--- src/rtl/ps2_poll_sequencer_if.sv ---
`default_nettype none
// ============================================================================
// Module      : ps2_poll_sequencer_if
// Description : Signal bundle between the PS2 poll sequencer, the gamepad
//               pad lines and the register wrapper.
//               master : sequencer side (drives pad lines and results)
//               slave  : pad + register-wrapper side
//   enable        level, 1 = keep polling
//   ps2_data      DATA line from pad (already synchronised)
//   ps2_att       ATTENTION, active low
//   ps2_clk       PS2 clock, idle high
//   ps2_cmd       COMMAND, idle high
//   buttons       validated button word, pressed = 1
//   buttons_valid one-cycle pulse when buttons updates
//   frame_err     one-cycle pulse when a frame is rejected
//   busy          1 while ps2_att = 0
//   sticks        analog bytes 5..8 (zero unless PS2_ANALOG_EN)
// Revision    : 1.0 - initial release
// ============================================================================
interface ps2_poll_sequencer_if;
   logic        enable;
   logic        ps2_data;
   logic        ps2_att;
   logic        ps2_clk;
   logic        ps2_cmd;
   logic [15:0] buttons;
   logic        buttons_valid;
   logic        frame_err;
   logic        busy;
   logic [31:0] sticks;

   modport master (
      input  enable, ps2_data,
      output ps2_att, ps2_clk, ps2_cmd, buttons, buttons_valid,
             frame_err, busy, sticks
   );

   modport slave (
      output enable, ps2_data,
      input  ps2_att, ps2_clk, ps2_cmd, buttons, buttons_valid,
             frame_err, busy, sticks
   );
endinterface
`default_nettype wire

--- src/rtl/ps2_poll_sequencer.sv ---
`default_nettype none
// ============================================================================
// Module      : ps2_poll_sequencer
// Description : Self-timed PlayStation-2 gamepad poll sequencer. Runs poll
//               frames (0x01, 0x42, 0x00...) back-to-back separated by a
//               programmable ATTENTION-high gap, checks the response header
//               and publishes a validated 16-bit button word.
// Ports       : PCLK     system clock, rising edge
//               PRESERN  synchronous active-high reset
//               bus      ps2_poll_sequencer_if.master (pad lines + results)
// Macro       : PS2_ANALOG_EN - 9-byte frames, analog sticks captured and
//               device ID 0x73 required. Undefined: 5-byte frames, sticks=0.
// Revision    : 1.0 - initial release
// ============================================================================
module ps2_poll_sequencer #(
   parameter int HALF_PERIOD = 500,
   parameter int SETUP_CYC   = 1000,
   parameter int GAP_CYC     = 1000,
   parameter int POLL_CYC    = 250000,
   parameter int CNT_W       = 24
) (
   input  wire logic             PCLK,
   input  wire logic             PRESERN,
   ps2_poll_sequencer_if.master  bus
);

`ifdef PS2_ANALOG_EN
   localparam int c_NB         = 9;
   localparam int c_FIRST_KEPT = 1;   // ID byte is checked
`else
   localparam int c_NB         = 5;
   localparam int c_FIRST_KEPT = 2;   // ID byte is ignored
`endif
   // Only response bytes from c_FIRST_KEPT on are retained; byte k sits at
   // bit (k - c_FIRST_KEPT)*8 of r_frame once the frame is complete.
   localparam int c_KEEP_BITS = (c_NB - c_FIRST_KEPT) * 8;
   localparam int c_B2_LSB    = (2 - c_FIRST_KEPT) * 8;

   localparam logic [CNT_W-1:0] c_SETUP_LAST = CNT_W'(SETUP_CYC - 1);
   localparam logic [CNT_W-1:0] c_HALF_LAST  = CNT_W'(HALF_PERIOD - 1);
   localparam logic [CNT_W-1:0] c_GAP_LAST   = CNT_W'(GAP_CYC - 1);
   localparam logic [CNT_W-1:0] c_POLL_LAST  = CNT_W'(POLL_CYC - 1);
   localparam logic [3:0]       c_LAST_BYTE  = 4'(c_NB - 1);

   typedef enum logic [2:0] {
      IDLE, SETUP, BIT_LO, BIT_HI, GAP, DONE, WAIT
   } state_t;

   state_t                 r_state, w_state_nxt;
   logic [CNT_W-1:0]       r_cnt, w_cnt_nxt;
   logic [2:0]             r_bit, w_bit_nxt;
   logic [3:0]             r_byte, w_byte_nxt;
   logic [c_KEEP_BITS-1:0] r_frame;

   logic        r_att, r_clk, r_cmd, r_busy, r_valid, r_err;
   logic [15:0] r_buttons;
   logic        w_att_nxt, w_clk_nxt, w_cmd_nxt, w_enter_done, w_hdr_ok;
   logic [7:0]  w_cmd_byte;

   // ------------------------------------------------------------------------
   // Next-state logic. Line levels are derived from the *next* state and bit
   // so the registered lines line up exactly with the state they belong to.
   // ------------------------------------------------------------------------
   always_comb begin
      w_state_nxt = r_state;
      w_cnt_nxt   = r_cnt + CNT_W'(1);
      w_bit_nxt   = r_bit;
      w_byte_nxt  = r_byte;

      case (r_state)
         IDLE: begin
            w_cnt_nxt = '0;
            if (bus.enable) w_state_nxt = SETUP;
         end
         SETUP: begin
            if (r_cnt == c_SETUP_LAST) begin
               w_state_nxt = BIT_LO;
               w_cnt_nxt   = '0;
               w_bit_nxt   = '0;
               w_byte_nxt  = '0;
            end
         end
         BIT_LO: begin
            if (r_cnt == c_HALF_LAST) begin
               w_state_nxt = BIT_HI;
               w_cnt_nxt   = '0;
            end
         end
         BIT_HI: begin
            if (r_cnt == c_HALF_LAST) begin
               w_cnt_nxt = '0;
               if (r_bit != 3'd7) begin
                  w_state_nxt = BIT_LO;
                  w_bit_nxt   = r_bit + 3'd1;
               end else if (r_byte == c_LAST_BYTE) begin
                  w_state_nxt = DONE;
               end else begin
                  w_state_nxt = GAP;
                  w_bit_nxt   = '0;
                  w_byte_nxt  = r_byte + 4'd1;
               end
            end
         end
         GAP: begin
            if (r_cnt == c_GAP_LAST) begin
               w_state_nxt = BIT_LO;
               w_cnt_nxt   = '0;
            end
         end
         DONE: begin
            w_state_nxt = WAIT;
            w_cnt_nxt   = '0;
         end
         WAIT: begin
            if (r_cnt == c_POLL_LAST) begin
               w_state_nxt = bus.enable ? SETUP : IDLE;
               w_cnt_nxt   = '0;
            end
         end
         default: begin
            w_state_nxt = IDLE;
            w_cnt_nxt   = '0;
         end
      endcase

      w_cmd_byte = (w_byte_nxt == 4'd0) ? 8'h01 :
                   (w_byte_nxt == 4'd1) ? 8'h42 : 8'h00;

      w_att_nxt = ~(w_state_nxt inside {SETUP, BIT_LO, BIT_HI, GAP});
      w_clk_nxt = (w_state_nxt != BIT_LO);
      w_cmd_nxt = (w_state_nxt inside {BIT_LO, BIT_HI}) ? w_cmd_byte[w_bit_nxt]
                                                         : 1'b1;

      // Last data bit was captured at the start of the final BIT_HI, so the
      // frame is complete when the transition into DONE is decided.
      w_enter_done = (w_state_nxt == DONE);
`ifdef PS2_ANALOG_EN
      w_hdr_ok = (r_frame[c_B2_LSB +: 8] == 8'h5A) && (r_frame[7:0] == 8'h73);
`else
      w_hdr_ok = (r_frame[c_B2_LSB +: 8] == 8'h5A);
`endif
   end

   // ------------------------------------------------------------------------
   // State and output registers
   // ------------------------------------------------------------------------
`ifdef PS2_ANALOG_EN
   logic [31:0] r_sticks;
`endif

   always_ff @(posedge PCLK) begin
      if (PRESERN) begin
         r_state   <= IDLE;
         r_cnt     <= '0;
         r_bit     <= '0;
         r_byte    <= '0;
         r_frame   <= '0;
         r_att     <= 1'b1;
         r_clk     <= 1'b1;
         r_cmd     <= 1'b1;
         r_busy    <= 1'b0;
         r_valid   <= 1'b0;
         r_err     <= 1'b0;
         r_buttons <= '0;
`ifdef PS2_ANALOG_EN
         r_sticks  <= '0;
`endif
      end else begin
         r_state <= w_state_nxt;
         r_cnt   <= w_cnt_nxt;
         r_bit   <= w_bit_nxt;
         r_byte  <= w_byte_nxt;
         r_att   <= w_att_nxt;
         r_clk   <= w_clk_nxt;
         r_cmd   <= w_cmd_nxt;
         r_busy  <= ~w_att_nxt;

         // Sample DATA on the clock rise (first BIT_HI cycle), LSB first.
         if (r_state == BIT_HI && r_cnt == '0 && r_byte >= 4'(c_FIRST_KEPT))
            r_frame <= {bus.ps2_data, r_frame[c_KEEP_BITS-1:1]};

         r_valid <= w_enter_done & w_hdr_ok;
         r_err   <= w_enter_done & ~w_hdr_ok;
         if (w_enter_done && w_hdr_ok) begin
            // Pad reports pressed as 0; invert so pressed = 1.
            r_buttons <= ~r_frame[c_B2_LSB+8 +: 16];
`ifdef PS2_ANALOG_EN
            r_sticks  <= r_frame[c_B2_LSB+24 +: 32];
`endif
         end
      end
   end

   assign bus.ps2_att       = r_att;
   assign bus.ps2_clk       = r_clk;
   assign bus.ps2_cmd       = r_cmd;
   assign bus.busy          = r_busy;
   assign bus.buttons_valid = r_valid;
   assign bus.frame_err     = r_err;
   assign bus.buttons       = r_buttons;
`ifdef PS2_ANALOG_EN
   assign bus.sticks        = r_sticks;
`else
   assign bus.sticks        = '0;
`endif

endmodule
`default_nettype wire

--- src/flat_wrapper.sv ---
// flat-port wrapper written by rule: the top's interface ports become plain ports
module ps2_poll_sequencer_flat 
#(
   parameter int HALF_PERIOD = 500,
   parameter int SETUP_CYC   = 1000,
   parameter int GAP_CYC     = 1000,
   parameter int POLL_CYC    = 250000,
   parameter int CNT_W       = 24
)
  (PCLK, PRESERN, bus_enable, bus_ps2_data, bus_ps2_att, bus_ps2_clk, bus_ps2_cmd, bus_buttons, bus_buttons_valid, bus_frame_err, bus_busy, bus_sticks);
  ps2_poll_sequencer_if bus_i ();
  input  wire logic PCLK;
  input  wire logic PRESERN;
  input wire logic [$bits(bus_i.enable)-1:0] bus_enable;
  input wire logic [$bits(bus_i.ps2_data)-1:0] bus_ps2_data;
  output wire logic [$bits(bus_i.ps2_att)-1:0] bus_ps2_att;
  output wire logic [$bits(bus_i.ps2_clk)-1:0] bus_ps2_clk;
  output wire logic [$bits(bus_i.ps2_cmd)-1:0] bus_ps2_cmd;
  output wire logic [$bits(bus_i.buttons)-1:0] bus_buttons;
  output wire logic [$bits(bus_i.buttons_valid)-1:0] bus_buttons_valid;
  output wire logic [$bits(bus_i.frame_err)-1:0] bus_frame_err;
  output wire logic [$bits(bus_i.busy)-1:0] bus_busy;
  output wire logic [$bits(bus_i.sticks)-1:0] bus_sticks;
  assign bus_i.enable = bus_enable;
  assign bus_i.ps2_data = bus_ps2_data;
  assign bus_ps2_att = bus_i.ps2_att;
  assign bus_ps2_clk = bus_i.ps2_clk;
  assign bus_ps2_cmd = bus_i.ps2_cmd;
  assign bus_buttons = bus_i.buttons;
  assign bus_buttons_valid = bus_i.buttons_valid;
  assign bus_frame_err = bus_i.frame_err;
  assign bus_busy = bus_i.busy;
  assign bus_sticks = bus_i.sticks;
  ps2_poll_sequencer #(.HALF_PERIOD(HALF_PERIOD), .SETUP_CYC(SETUP_CYC), .GAP_CYC(GAP_CYC), .POLL_CYC(POLL_CYC), .CNT_W(CNT_W)) u_core (.PCLK(PCLK), .PRESERN(PRESERN), .bus(bus_i));
endmodule
--- config.mk ---
export PLATFORM = sky130hd
export DESIGN_NAME = ps2_poll_sequencer_flat
export DESIGN_NICKNAME = d
export VERILOG_FILES = /design/src/rtl/ps2_poll_sequencer_if.sv /design/src/rtl/ps2_poll_sequencer.sv /design/src/flat_wrapper.sv
export SDC_FILE = /design/constraint.sdc
export NUM_CORES = 1
export LEC_CHECK = 0
export BUFFER_PORTS_ARGS = -buffer_cell sky130_fd_sc_hd__buf_2
export CAP_MARGIN = 30
export CORE_MARGIN = 10
export CORE_UTILIZATION = 39
export DETAILED_ROUTE_END_ITERATION = 6
export PLACE_DENSITY_LB_ADDON = 0.3
export SETUP_SLACK_MARGIN = 0.4
export SYNTH_ARGS = -nofsm -noshare
export SYNTH_HDL_FRONTEND = slang
export SYNTH_SLANG_ARGS = --single-unit
--- constraint.sdc ---
create_clock -name PCLK -period 3.8 [get_ports PCLK]
set_clock_uncertainty 0.15 [all_clocks]
set_input_delay 0.57 -clock PCLK [delete_from_list [all_inputs] [get_ports PCLK]]
set_output_delay 0.57 -clock PCLK [all_outputs]
set_load 0.03 [all_outputs]
==> summary.md, run 1 <==
| Metric | Value |
|---|---|
| Outcome | `complete, no violations` |
| Setup TNS | `0 ns` |
| Rows | `36` |
| DP Area | `3943 sq um` |
| MaxCap Viol Count | `0` |
| Switching share of total power | `27.34%` |
| Comb power frac | `5.1%` |
| Clock Tree Root | `clkbuf_8` |
| Internal power | `0.001100 W` |
| Final hold slack | `0.2979 ns` |
| Worst skew pair latency | `0.36 ns` |
| Vias | `3058` |
| Antenna Cells | `0` |
| R2r setup slk | `0.83 ns` |
| XOR/XNOR Fraction of Synth Area | `5.231%` |
| Min Tclk post-route | `2.974 ns` |
| Commonest non-fill, non-tap cell in the layout | `dfxtp_1` |
| DR iter-0 viols | `176` |
| Sinks on the clock net | `80` |
| Largest net degree at the start of global routing | `30` |
| Final Core Density | `42.86%` |
| Hold Path End | `u_core.r_frame[23]` |
| Post CTS Setup Buffer Count | `0` |
| Footprint of the multi-input gates | `2023 sq um` |
| TritonCTS buffer count | `9` |
| CP startpoint kind | `flop` |
| Seq/Total Area, Yosys | `41.59%` |
| DRC errors left | `0` |
| Unrepaired setup endpoints after global routing | `no` |
| Most frequent cells in the layout | `dfxtp_1, nand2_1, nor2_1` |
| CTS tree | `done` |
| Vias in the first global route | `2997` |
| Crit. End Element | `flop` |
| GPL Wtd Cong | `0.8742` |
| Layout cells sized above 1 | `11.16%` |
| Clk pwr share | `39.1%` |
| Switching Power | `0.0004141 W` |
| Avg WL per Cell | `12.68 um` |
| Sequential Power Share | `55.7%` |
| Required time of the critical path | `3.94 ns` |
| Critical R2R Capture | `u_core.bus.buttons[6]` |
| VDD IR max | `150.4 uV` |
| Post-synthesis cell type count | `53` |
| EDFF count, synth | `0` |
| Gr usage total | `11.34%` |
| Slew Limit Fails | `0` |
| # setup viols final | `0` |
| First-pass GRT wire length | `13780 um` |
| Reg2reg path depth | `9` |
| Cell count after synthesis | `472` |
| Yosys Warn Count | `0` |
| Routed wire length | `7937 um` |
| Synth-to-layout area growth | `7.765%` |
| Synth Area in Simple Gates | `29.76%` |
| Design Area, Final | `4150 sq um` |
| Complex-gate fraction of the synthesized area | `11.05%` |
| Die W | `119.4 um` |
| NumNets Final | `499` |
| Chip Height | `119.4 um` |
| Relative slew slack | `42.21%` |
| Main synth FF type | `dfxtp_1` |
| Crit path kind | `reg -> reg` |
| IO Pins | `58` |
| Worst-path clk slew | `0.09 ns` |
| Crit path DAT | `3.12 ns` |
| Synthesis-stage register bit count | `80` |
| Die area | `14250 sq um` |
| Crit Path Max Fanout | `19` |
| Hold Vio Cnt, Final | `0` |
| Highest clock rate | `0.3363 GHz` |
| Min-delay src | `bus_ps2_data` |
| Final HPWL DP | `5674 um` |
| Hold Path Depth | `3` |
| Hold WC Path Type | `in -> reg` |
| Worst Tran Pin Value | `0.8602 ns` |
| Multiplexer area fraction after synthesis | `0.5198%` |
| CP startpoint | `u_core.r_cnt[18]` |
| Post-synth ARST share | `0%` |
| Drt first pass iters | `4` |
| Synth Cell Area | `3851 sq um` |
| Initial antenna violation count | `0` |
| FF-to-FF Start | `u_core.r_cnt[18]` |
| CTS Hold Bufs | `0` |
| Core box area | `9684 sq um` |
| # H-tree levels | `3` |
| Period utilization | `78.26%` |
| CTS Buffer Depth | `2` |
| Initial Util | `39.77%` |
| Overflow after GRT | `0` |
| Final-layout fill cell count | `993` |
| ANT nets after route | `0` |
| Syn avg cell area | `8.159 sq um` |
| Leak | `1.559 nW` |
| IO Port Bufs | `25` |
| Pwr Density | `364.9 nW/um^2` |
| Via-per-instance ratio | `4.885` |
| Main combinational cell family by area after synthesis | `simple AND/OR/NAND/NOR gates` |
| Sequential Area | `1602 sq um` |
| Synth Area in Adders | `2.274%` |
[timing repair]
item,CTS,global route
endpoints found under the setup margin,0,15
endpoints found under the hold margin,0,0
resized for setup,0,4
[power groups by stage]
stage          registers, W  clock network [W]   logic, W
2_1_floorplan      0.000865                  0  0.0000911
3_3_place_gp       0.000864                  0  0.0000761
3_5_place_dp       0.000864                  0  0.0000767
4_1_cts            0.000844           0.000608  0.0000767
5_1_grt            0.000845           0.000650  0.0000845
6_report           0.000844           0.000593  0.0000778
[layer usage]
metal / vias up / GRT usage, % / part of all wire (%)
met5: - / 0 / 0
met4: 0 / 5.279 / 2.2
met3: 14 / 3.826 / 6.6
met2: 73 / 17.95 / 45
met1: 1399 / 13.60 / 46
li1: 1572 / - / -
[worst max-delay path by stage]
| stage | endpoint | slack [ns] | cells past startpoint |
|---|---|---|---|
| 6_report | u_core.bus.buttons[6] | 0.83 | 9 |
| 4_1_cts | u_core.bus.buttons[6] | 0.48 | 8 |
| 2_1_floorplan | u_core.bus.buttons[10] | 0.96 | 10 |
| 3_3_place_gp | u_core.bus.buttons[3] | 0.50 | 8 |
| 5_1_grt | u_core.bus.buttons[3] | 0.55 | 9 |
| 3_5_place_dp | u_core.bus.buttons[6] | 0.49 | 8 |
[through the flow]
| step | std cells | worst slack (ns) | power, W |
|---|---|---|---|
| floorplan | 503 | 0.9614 | 0.0009559 |
| global placement | 610 | 0.4977 | 0.0009398 |
| detailed placement | 610 | 0.4932 | 0.0009403 |
| CTS | 626 | 0.4809 | 0.001529 |
| global route | 626 | 0.5505 | 0.001579 |
| finish | 626 | 0.8262 | 0.001514 |
[flip-flops by register name, summed over array words and instances (netlist names)]
| register | count |
|---|---|
| u_core.r_cnt | 24 |
| u_core.bus.buttons | 16 |
| u_core.bus.ps2_att | 1 |
| u_core.r_byte | 4 |
| u_core.bus.ps2_cmd | 1 |
| u_core.r_frame | 24 |
| u_core.r_bit | 3 |
| u_core.bus.buttons_valid | 1 |
| u_core.bus.frame_err | 1 |
| u_core.bus.ps2_clk | 1 |
| u_core.bus.busy | 1 |
| u_core.r_state | 3 |
[Yosys cell counts (6+ instances only)]
cell type | number | area share (%)
dfxtp_1 | 80 | 42
nand2_1 | 76 | 7.4
nor2_1 | 49 | 4.8
a21oi_1 | 44 | 5.7
buf_4 | 32 | 6.2
nand3_1 | 20 | 2.6
clkbuf_1 | 19 | 1.9
xor2_1 | 16 | 3.6
and3_1 | 11 | 1.8
nor4_1 | 11 | 1.8
o21ai_0 | 9 | 1.2
ha_1 | 7 | 2.3
inv_1 | 7 | 0.68
nand4_1 | 7 | 1.1
or2b_1 | 7 | 1.4
xnor2_1 | 7 | 1.6
nand2b_1 | 6 | 0.97
nor3_1 | 6 | 0.78
[layout make-up]
type,count,share of cell area (%)
Clock buffer,9,2.985
Clock inverter,7,1.477
Inverter,7,0.6331
Multi-Input combinational cell,362,48.75
Sequential cell,80,38.59
Tap cell,133,4.010
Timing Repair Buffer,28,3.557
[cell families (layout without fill, tap and decap cells)]
logic type                 after synthesis  after routing
DFF                                     80             80
xor gates and xnor gates                23             23
buffers and inverters                   61             51
adders and majority gates                7              7
AOI/OAI and AO/OA                       71             71
muxes                                    2              2
and+or+nand+nor                        227            227
other                                    1             32
[worst max-delay path, cell delays in order (launching register included)]
cell	delay [ns]
dfxtp_1	0.36
or4_1	0.54
nor3_1	0.35
nand4_1	0.25
nor2_1	0.31
a21oi_1	0.16
nor4_4	0.19
buf_4	0.26
or2b_1	0.24
a21oi_1	0.11
Power figures use the tool's default switching activity.
==> run 2: changes to the inputs <==
==> constraint.sdc (replaced) <==
create_clock -name PCLK -period 2.7 [get_ports PCLK]
set_clock_uncertainty 0.15 [all_clocks]
set_input_delay 0.405 -clock PCLK [delete_from_list [all_inputs] [get_ports PCLK]]
set_output_delay 0.405 -clock PCLK [all_outputs]
set_load 0.03 [all_outputs]
==> run 2 against run 1 <==
The flow now finishes with violations (setup timing). Register-to-register slack worse by 0.86 ns. Power rose by 46%. Die area did not move. Worst hold slack worse by 0.16 ns. Worst setup slack lost 0.86 ns. Highest routed layer unchanged. Flip-flop and latch count did not move. Sequential share of layout area down 7.5 points. Non-clock buffer count grew 66. Design area increased by 24%. First-iteration DRC count is 35% higher. Combinational power increased by 120%. Largest cell class unchanged. Fmax rose by 8.7%.
==> summary.md, run 2 (synthesis results as in run 1) <==
| Metric | Value |
|---|---|
| Most frequent cells in the layout | `dfxtp_1, nand2_1, buf_4` |
| Switching share of total power | `25.20% (-2.1 points)` |
| Footprint of the multi-input gates | `2379 sq um (+18%)` |
| Unrepaired setup endpoints after global routing | `yes` |
| Switching Power | `0.0005581 W (+35%)` |
| Gr usage total | `12.83% (+1.5 points)` |
| Crit path max-delay family | `simple AND/OR/NAND/NOR gates` |
| NumNets Final | `565 (+13%)` |
| DP Area | `4313 sq um (+9.4%)` |
| Hold Path Depth | `3 (unchanged)` |
| # setup viols final | `12 (+12)` |
| Via-per-instance ratio | `4.923 (+0.78%)` |
| TritonCTS buffer count | `9 (unchanged)` |
| Crit path buffers/inverters | `1 (unchanged)` |
| Worst setup margin | `-0.03601 ns (-0.8622 ns)` |
| Final HPWL DP | `6055 um (+6.7%)` |
| First-pass GRT wire length | `15460 um (+12%)` |
| Vias | `3402 (+11%)` |
| Core box area | `9684 sq um (unchanged)` |
| Sinks on the clock net | `80 (unchanged)` |
| Crit. End Element | `flop` |
| Crit path kind | `reg -> reg` |
| R2r setup slk | `-0.04 ns (-0.86 ns)` |
| Worst-path clk slew | `0.08 ns (about the same)` |
| Outcome | `finished with violations` |
| Worst skew pair latency | `0.36 ns (about the same)` |
| Highest clock rate | `0.3655 GHz (+8.7%)` |
| Largest net degree at the start of global routing | `38 (+27%)` |
| Leak | `1.995 nW (+28%)` |
| Die area | `14250 sq um (unchanged)` |
| IO Port Bufs | `25 (unchanged)` |
| Final Non-Filler Cells | `691 (+10%)` |
| Routed wire length | `9479 um (+19%)` |
| Comb power frac | `7.6% (+2.5 points)` |
| Final Core Density | `53.32% (+10 points)` |
| Initial antenna violation count | `0 (unchanged)` |
| Layout cells sized above 1 | `33.15% (+22 points)` |
| MaxCap Viol Count | `0 (unchanged)` |
| Setup WS pre-CTS | `-0.1158 ns (-0.6090 ns)` |
| Crit Path Max Fanout | `7 (-12)` |
| Overflow after GRT | `0 (unchanged)` |
| Design Area, Final | `5164 sq um (+24%)` |
| Sequential Area | `1607 sq um (+0.31%)` |
| Period utilization | `101.3% (+23 points)` |
| Commonest non-fill, non-tap cell in the layout | `dfxtp_1` |
| DR iter-0 viols | `237 (+35%)` |
| Hold WC Path Type | `in -> reg` |
| Critical R2R Capture | `u_core.bus.buttons[15]` |
| Sequential Power Share | `53.5% (-2.2 points)` |
| Min Tclk post-route | `2.736 ns (-0.2378 ns)` |
| Reg2reg path depth | `9 (unchanged)` |
| Critical path's slowest cell | `or4_4` |
| ANT nets after route | `0 (unchanged)` |
| FF-to-FF Start | `u_core.r_cnt[21]` |
| Relative slew slack | `66.77% (+25 points)` |
| IO Pins | `58 (unchanged)` |
| Hold Path End | `u_core.r_frame[23]` |
| VDD IR max | `167.9 uV (+12%)` |
| CTS tree | `done` |
| # H-tree levels | `3 (unchanged)` |
| Clock Tree Root | `clkbuf_8` |
| Crit path DAT | `2.82 ns (-0.30 ns)` |
| CP peak stage delay | `0.53 ns (about the same)` |
| Die W | `119.4 um (unchanged)` |
| Slew Limit Fails | `0 (unchanged)` |
| Synth-to-layout area growth | `34.08%` |
| Internal power | `0.001657 W (+51%)` |
| Final-layout fill cell count | `889 (-10%)` |
| Avg WL per Cell | `13.72 um (+8.2%)` |
| CP startpoint kind | `flop` |
| Clk pwr share | `38.9% (-0.2 points)` |
| Setup TNS | `-0.1837 ns (-0.1837 ns)` |
| GPL Wtd Cong | `0.8176 (-6.5%)` |
| Initial Util | `39.77% (unchanged)` |
| Rows | `36 (unchanged)` |
| Antenna Cells | `0 (unchanged)` |
| Hold Vio Cnt, Final | `0 (unchanged)` |
| Placed cells | `655 (+7.4%)` |
| Vias in the first global route | `3263 (+8.9%)` |
| Cell repeated most along the worst path | `or4_4` |
| Drt first pass iters | `4 (unchanged)` |
| Chip Height | `119.4 um (unchanged)` |
| CTS Buffer Depth | `2 (unchanged)` |
| Worst Tran Pin Value | `0.4939 ns (-0.3663 ns)` |
| DRC errors left | `0 (unchanged)` |
| Pwr Density | `428.9 nW/um^2 (+18%)` |
| Failing checks | `setup timing` |
| Min-delay src | `bus_ps2_data` |
| Cell Chain, Critical Path | `or4_4, or3_4, nor4_4, a31o_2, a31oi_4, or4_4, buf_8, nand2_1, a21oi_2` |
| Required time of the critical path | `2.79 ns (-1.15 ns)` |
[run 2: cell count changes in the layout (fill, tap and decap cells not counted), moves of 11 or more]
cell / change
nor2_1: -14
a21oi_2: +11
a21oi_1: -11
buf_4: +47
nand2_1: -14
nor2_4: +12
[run 2: what timing repair did]
action	4_1_cts	5_1_grt
cloned	4	2
buffers inserted	11	4
gates resized for setup	72	42
hold buffers	0	0
pin swaps	18	18
setup endpoints to repair	49	79
[run 2: how the worst max path moves through the flow]
stage	start	endpoint	slack (ns)	cells past startpoint
CTS	u_core.r_cnt[21]	u_core.bus.buttons[8]	-0.01	10
finish	u_core.r_cnt[21]	u_core.bus.buttons[15]	-0.04	9
global route	u_core.r_cnt[21]	u_core.bus.buttons[3]	-0.12	11
global placement	u_core.r_cnt[21]	u_core.bus.ps2_cmd	-0.09	9
detailed placement	u_core.r_cnt[21]	u_core.bus.buttons[8]	-0.12	10
floorplan	u_core.r_cnt[21]	u_core.bus.buttons[10]	-0.07	10
[run 2: area by class of cell]
class	instances	share of cell area, %
Multi-Input combinational cell	362	46.06
Sequential cell	80	31.11
Timing Repair Buffer	94	15.53
Tap cell	133	3.223
Clock buffer	10	2.472
Clock inverter	5	1.090
Inverter	7	0.5088
[run 2: per-stage QoR]
stage | total power, W | hold WS [ns]
floorplan | 0.001346 | 0.2771
global placement | 0.001332 | 0.2830
detailed placement | 0.001333 | 0.2938
CTS | 0.002225 | 0.1301
global route | 0.002293 | 0.1420
finish | 0.002215 | 0.1421
[run 2: worst register-to-register path, stage by stage, from the launching register on]
cell	delay, ns
dfxtp_2	0.32
or4_4	0.53
or3_4	0.38
nor4_4	0.14
a31o_2	0.16
a31oi_4	0.09
or4_4	0.53
buf_8	0.17
nand2_1	0.09
a21oi_2	0.05
[run 2: power groups by stage]
| stage | clock [W] | combinational [W] | sequential [W] |
|---|---|---|---|
| after floorplan | 0 | 0.000128 | 0.00122 |
| after global placement | 0 | 0.000119 | 0.00121 |
| after detailed placement | 0 | 0.000120 | 0.00121 |
| after CTS | 0.000883 | 0.000157 | 0.00118 |
| after global routing | 0.000928 | 0.000180 | 0.00119 |
| final | 0.000861 | 0.000169 | 0.00118 |
[run 2: per-layer routing]
layer | track usage, % | part of all wire, %
met4 | 5.581 | 2.2
met5 | 0 | 0
met2 | 20.23 | 48
met1 | 15.80 | 44
met3 | 4.015 | 6.1
==> run 3: changes to the inputs <==
==> constraint.sdc (replaced) <==
create_clock -name PCLK -period 3.5 [get_ports PCLK]
set_clock_uncertainty 0.15 [all_clocks]
set_input_delay 0.525 -clock PCLK [delete_from_list [all_inputs] [get_ports PCLK]]
set_output_delay 0.525 -clock PCLK [all_outputs]
set_load 0.03 [all_outputs]
==> run 3 against run 2 <==
The run now ends clean. Worst setup slack improved by 0.62 ns. Power shrank 27%. Die area unchanged. Flip-flop and latch count is the same. Global-route usage decreased by 1.7 points. Final cell count shrank 8.8%. Clock-buffer cell count is 1 higher. Sequential power down 22%. Largest cell class unchanged. Via count shrank 8.8%. Wire length decreased by 16%.
==> summary.md, run 3 (synthesis results as in run 1) <==
| Metric | Value |
|---|---|
| CTS tree | `done` |
| Largest net degree at the start of global routing | `31 (-18%)` |
| Commonest non-fill, non-tap cell in the layout | `dfxtp_1` |
| Hold WC Path Type | `in -> reg` |
| CP startpoint kind | `flop` |
| Vias | `3101 (-8.8%)` |
| Rows | `36 (unchanged)` |
| CTS Buffer Depth | `2 (unchanged)` |
| Final Non-Filler Cells | `630 (-8.8%)` |
| CTS Hold Bufs | `0 (unchanged)` |
| Clock Tree Root | `clkbuf_8` |
| Min Tclk post-route | `2.911 ns (+0.1755 ns)` |
| Cell Chain, Critical Path | `or4_1, or3_1, nor4_1, a31o_2, a31oi_4, nor4_4, buf_6, or2b_1, a21oi_1` |
| Chip Height | `119.4 um (unchanged)` |
| NumNets Final | `504 (-11%)` |
| Final HPWL DP | `5631 um (-7.0%)` |
| # H-tree levels | `3 (unchanged)` |
| Die area | `14250 sq um (unchanged)` |
| Setup TNS | `0 ns (+0.1837 ns)` |
| Critical path's slowest cell | `or4_1` |
| Drt first pass iters | `4 (unchanged)` |
| Relative slew slack | `44.40% (-22 points)` |
| Crit path max-delay family | `simple AND/OR/NAND/NOR gates` |
| Gr usage total | `11.11% (-1.7 points)` |
| Worst skew pair latency | `0.36 ns (about the same)` |
| DRC errors left | `0 (unchanged)` |
| Die W | `119.4 um (unchanged)` |
| # setup viols final | `0 (-12)` |
| Placed cells | `612 (-6.6%)` |
| MaxCap Viol Count | `0 (unchanged)` |
| Slew Limit Fails | `0 (unchanged)` |
| DR iter-0 viols | `136 (-43%)` |
| Crit path DAT | `3.05 ns (+0.23 ns)` |
| Overflow after GRT | `0 (unchanged)` |
| CP peak stage delay | `0.57 ns (+0.04 ns)` |
| Worst setup margin | `0.5885 ns (+0.6245 ns)` |
| Worst Tran Pin Value | `0.8277 ns (+0.3338 ns)` |
| ANT nets after route | `0 (unchanged)` |
| Routed wire length | `7977 um (-16%)` |
| Worst-path clk slew | `0.08 ns (about the same)` |
| Setup WS pre-CTS | `0.3058 ns (+0.4217 ns)` |
| Crit path kind | `reg -> reg` |
| Antenna Cells | `0 (unchanged)` |
| Unrepaired setup endpoints after global routing | `yes` |
| Sinks on the clock net | `80 (unchanged)` |
| GPL Wtd Cong | `0.8298 (+1.5%)` |
| Leak | `1.582 nW (-21%)` |
| Most frequent cells in the layout | `dfxtp_1, nand2_1, nor2_1` |
| First-pass GRT wire length | `13540 um (-12%)` |
| Crit Path Max Fanout | `9 (+2)` |
| TritonCTS buffer count | `9 (unchanged)` |
| Via-per-instance ratio | `4.922 (about the same)` |
| Outcome | `complete, no violations` |
| Required time of the critical path | `3.64 ns (+0.85 ns)` |
| Hold Vio Cnt, Final | `0 (unchanged)` |
| Synth-to-layout area growth | `8.414%` |
| Final-layout fill cell count | `999 (+12%)` |
| Initial antenna violation count | `0 (unchanged)` |
| Core box area | `9684 sq um (unchanged)` |
| Vias in the first global route | `2877 (-12%)` |
| IO Pins | `58 (unchanged)` |
| IO Port Bufs | `25 (unchanged)` |
| Highest clock rate | `0.3435 GHz (-6.0%)` |
| Avg WL per Cell | `12.66 um (-7.7%)` |
| VDD IR max | `138.4 uV (-18%)` |
| Layout cells sized above 1 | `11.67% (-21 points)` |
| Crit path buffers/inverters | `1 (unchanged)` |
| Period utilization | `83.19% (-18 points)` |
| Initial Util | `39.77% (unchanged)` |
| Crit. End Element | `flop` |
| Pwr Density | `385.0 nW/um^2 (-10%)` |
==> run 3: cell type report <==
| type | instances | area [sq um] | area share, % |
|---|---|---|---|
| timing repair buffer | 33 | 188.9 | 4.525 |
| inverter | 7 | 26.28 | 0.6293 |
| clock buffer | 11 | 141.4 | 3.386 |
| sequential | 80 | 1602 | 38.36 |
| clock inverter | 4 | 28.78 | 0.6892 |
| multi-input combinational | 362 | 2022 | 48.43 |
| tap | 133 | 166.4 | 3.986 |
==> run 3: timing repair <==
action / 4_1_cts / 5_1_grt
setup buffers: 0 / 2
endpoints found under the hold margin: 0 / 0
pin swaps: 0 / 2
gates cloned: 0 / 1
endpoints found under the setup margin: 13 / 18
resized for setup: 1 / 6
==> run 3: worst paths after layout <==
| kind | from | to | slack [ns] | depth (start not counted) |
|---|---|---|---|---|
| worst min-delay path | bus_ps2_data | u_core.r_frame[23] | 0.27 | 3 |
| worst min register to register | u_core.bus.buttons[7] | u_core.bus.buttons[7] | 0.30 | 2 |
| worst max-delay path | u_core.r_cnt[18] | u_core.bus.buttons[4] | 0.59 | 9 |
| worst max register to register | u_core.r_cnt[18] | u_core.bus.buttons[4] | 0.59 | 9 |
==> run 3: where the power goes <==
part | switching, W | internal, W | total, W
registers | 0.00000353 | 0.000913 | 0.000916
logic | 0.0000737 | 0.0000110 | 0.0000847
clock network | 0.000332 | 0.000274 | 0.000607
total | 0.000410 | 0.00120 | 0.00161
==> run 3: worst register-to-register path, stage by stage (launching register included) <==
cell     delay, ns
dfxtp_1       0.35
or4_1         0.57
or3_1         0.40
nor4_1        0.19
a31o_2        0.17
a31oi_4       0.14
nor4_4        0.34
buf_6         0.18
or2b_1        0.23
a21oi_1       0.12
==> run 3: metrics by stage <==
step,power [W],utilization (%),hold WS [ns],instance area (sq um)
floorplan,0.001038,-,0.2771,3968
global placement,0.001020,40.87,0.2853,3958
detailed placement,0.001020,40.87,0.2939,3958
CTS,0.001625,42.66,0.2546,4131
global route,0.001674,43.11,0.2641,4175
finish,0.001608,43.11,0.2700,4175
==> run 3: layer usage <==
metal	vias up	routed length, um	track usage [%]
met1	1420	3665	13.43
met5	-	0	0
met3	17	598	4.676
met4	0	155	4.299
li1	1583	-	-
met2	81	3557	17.19
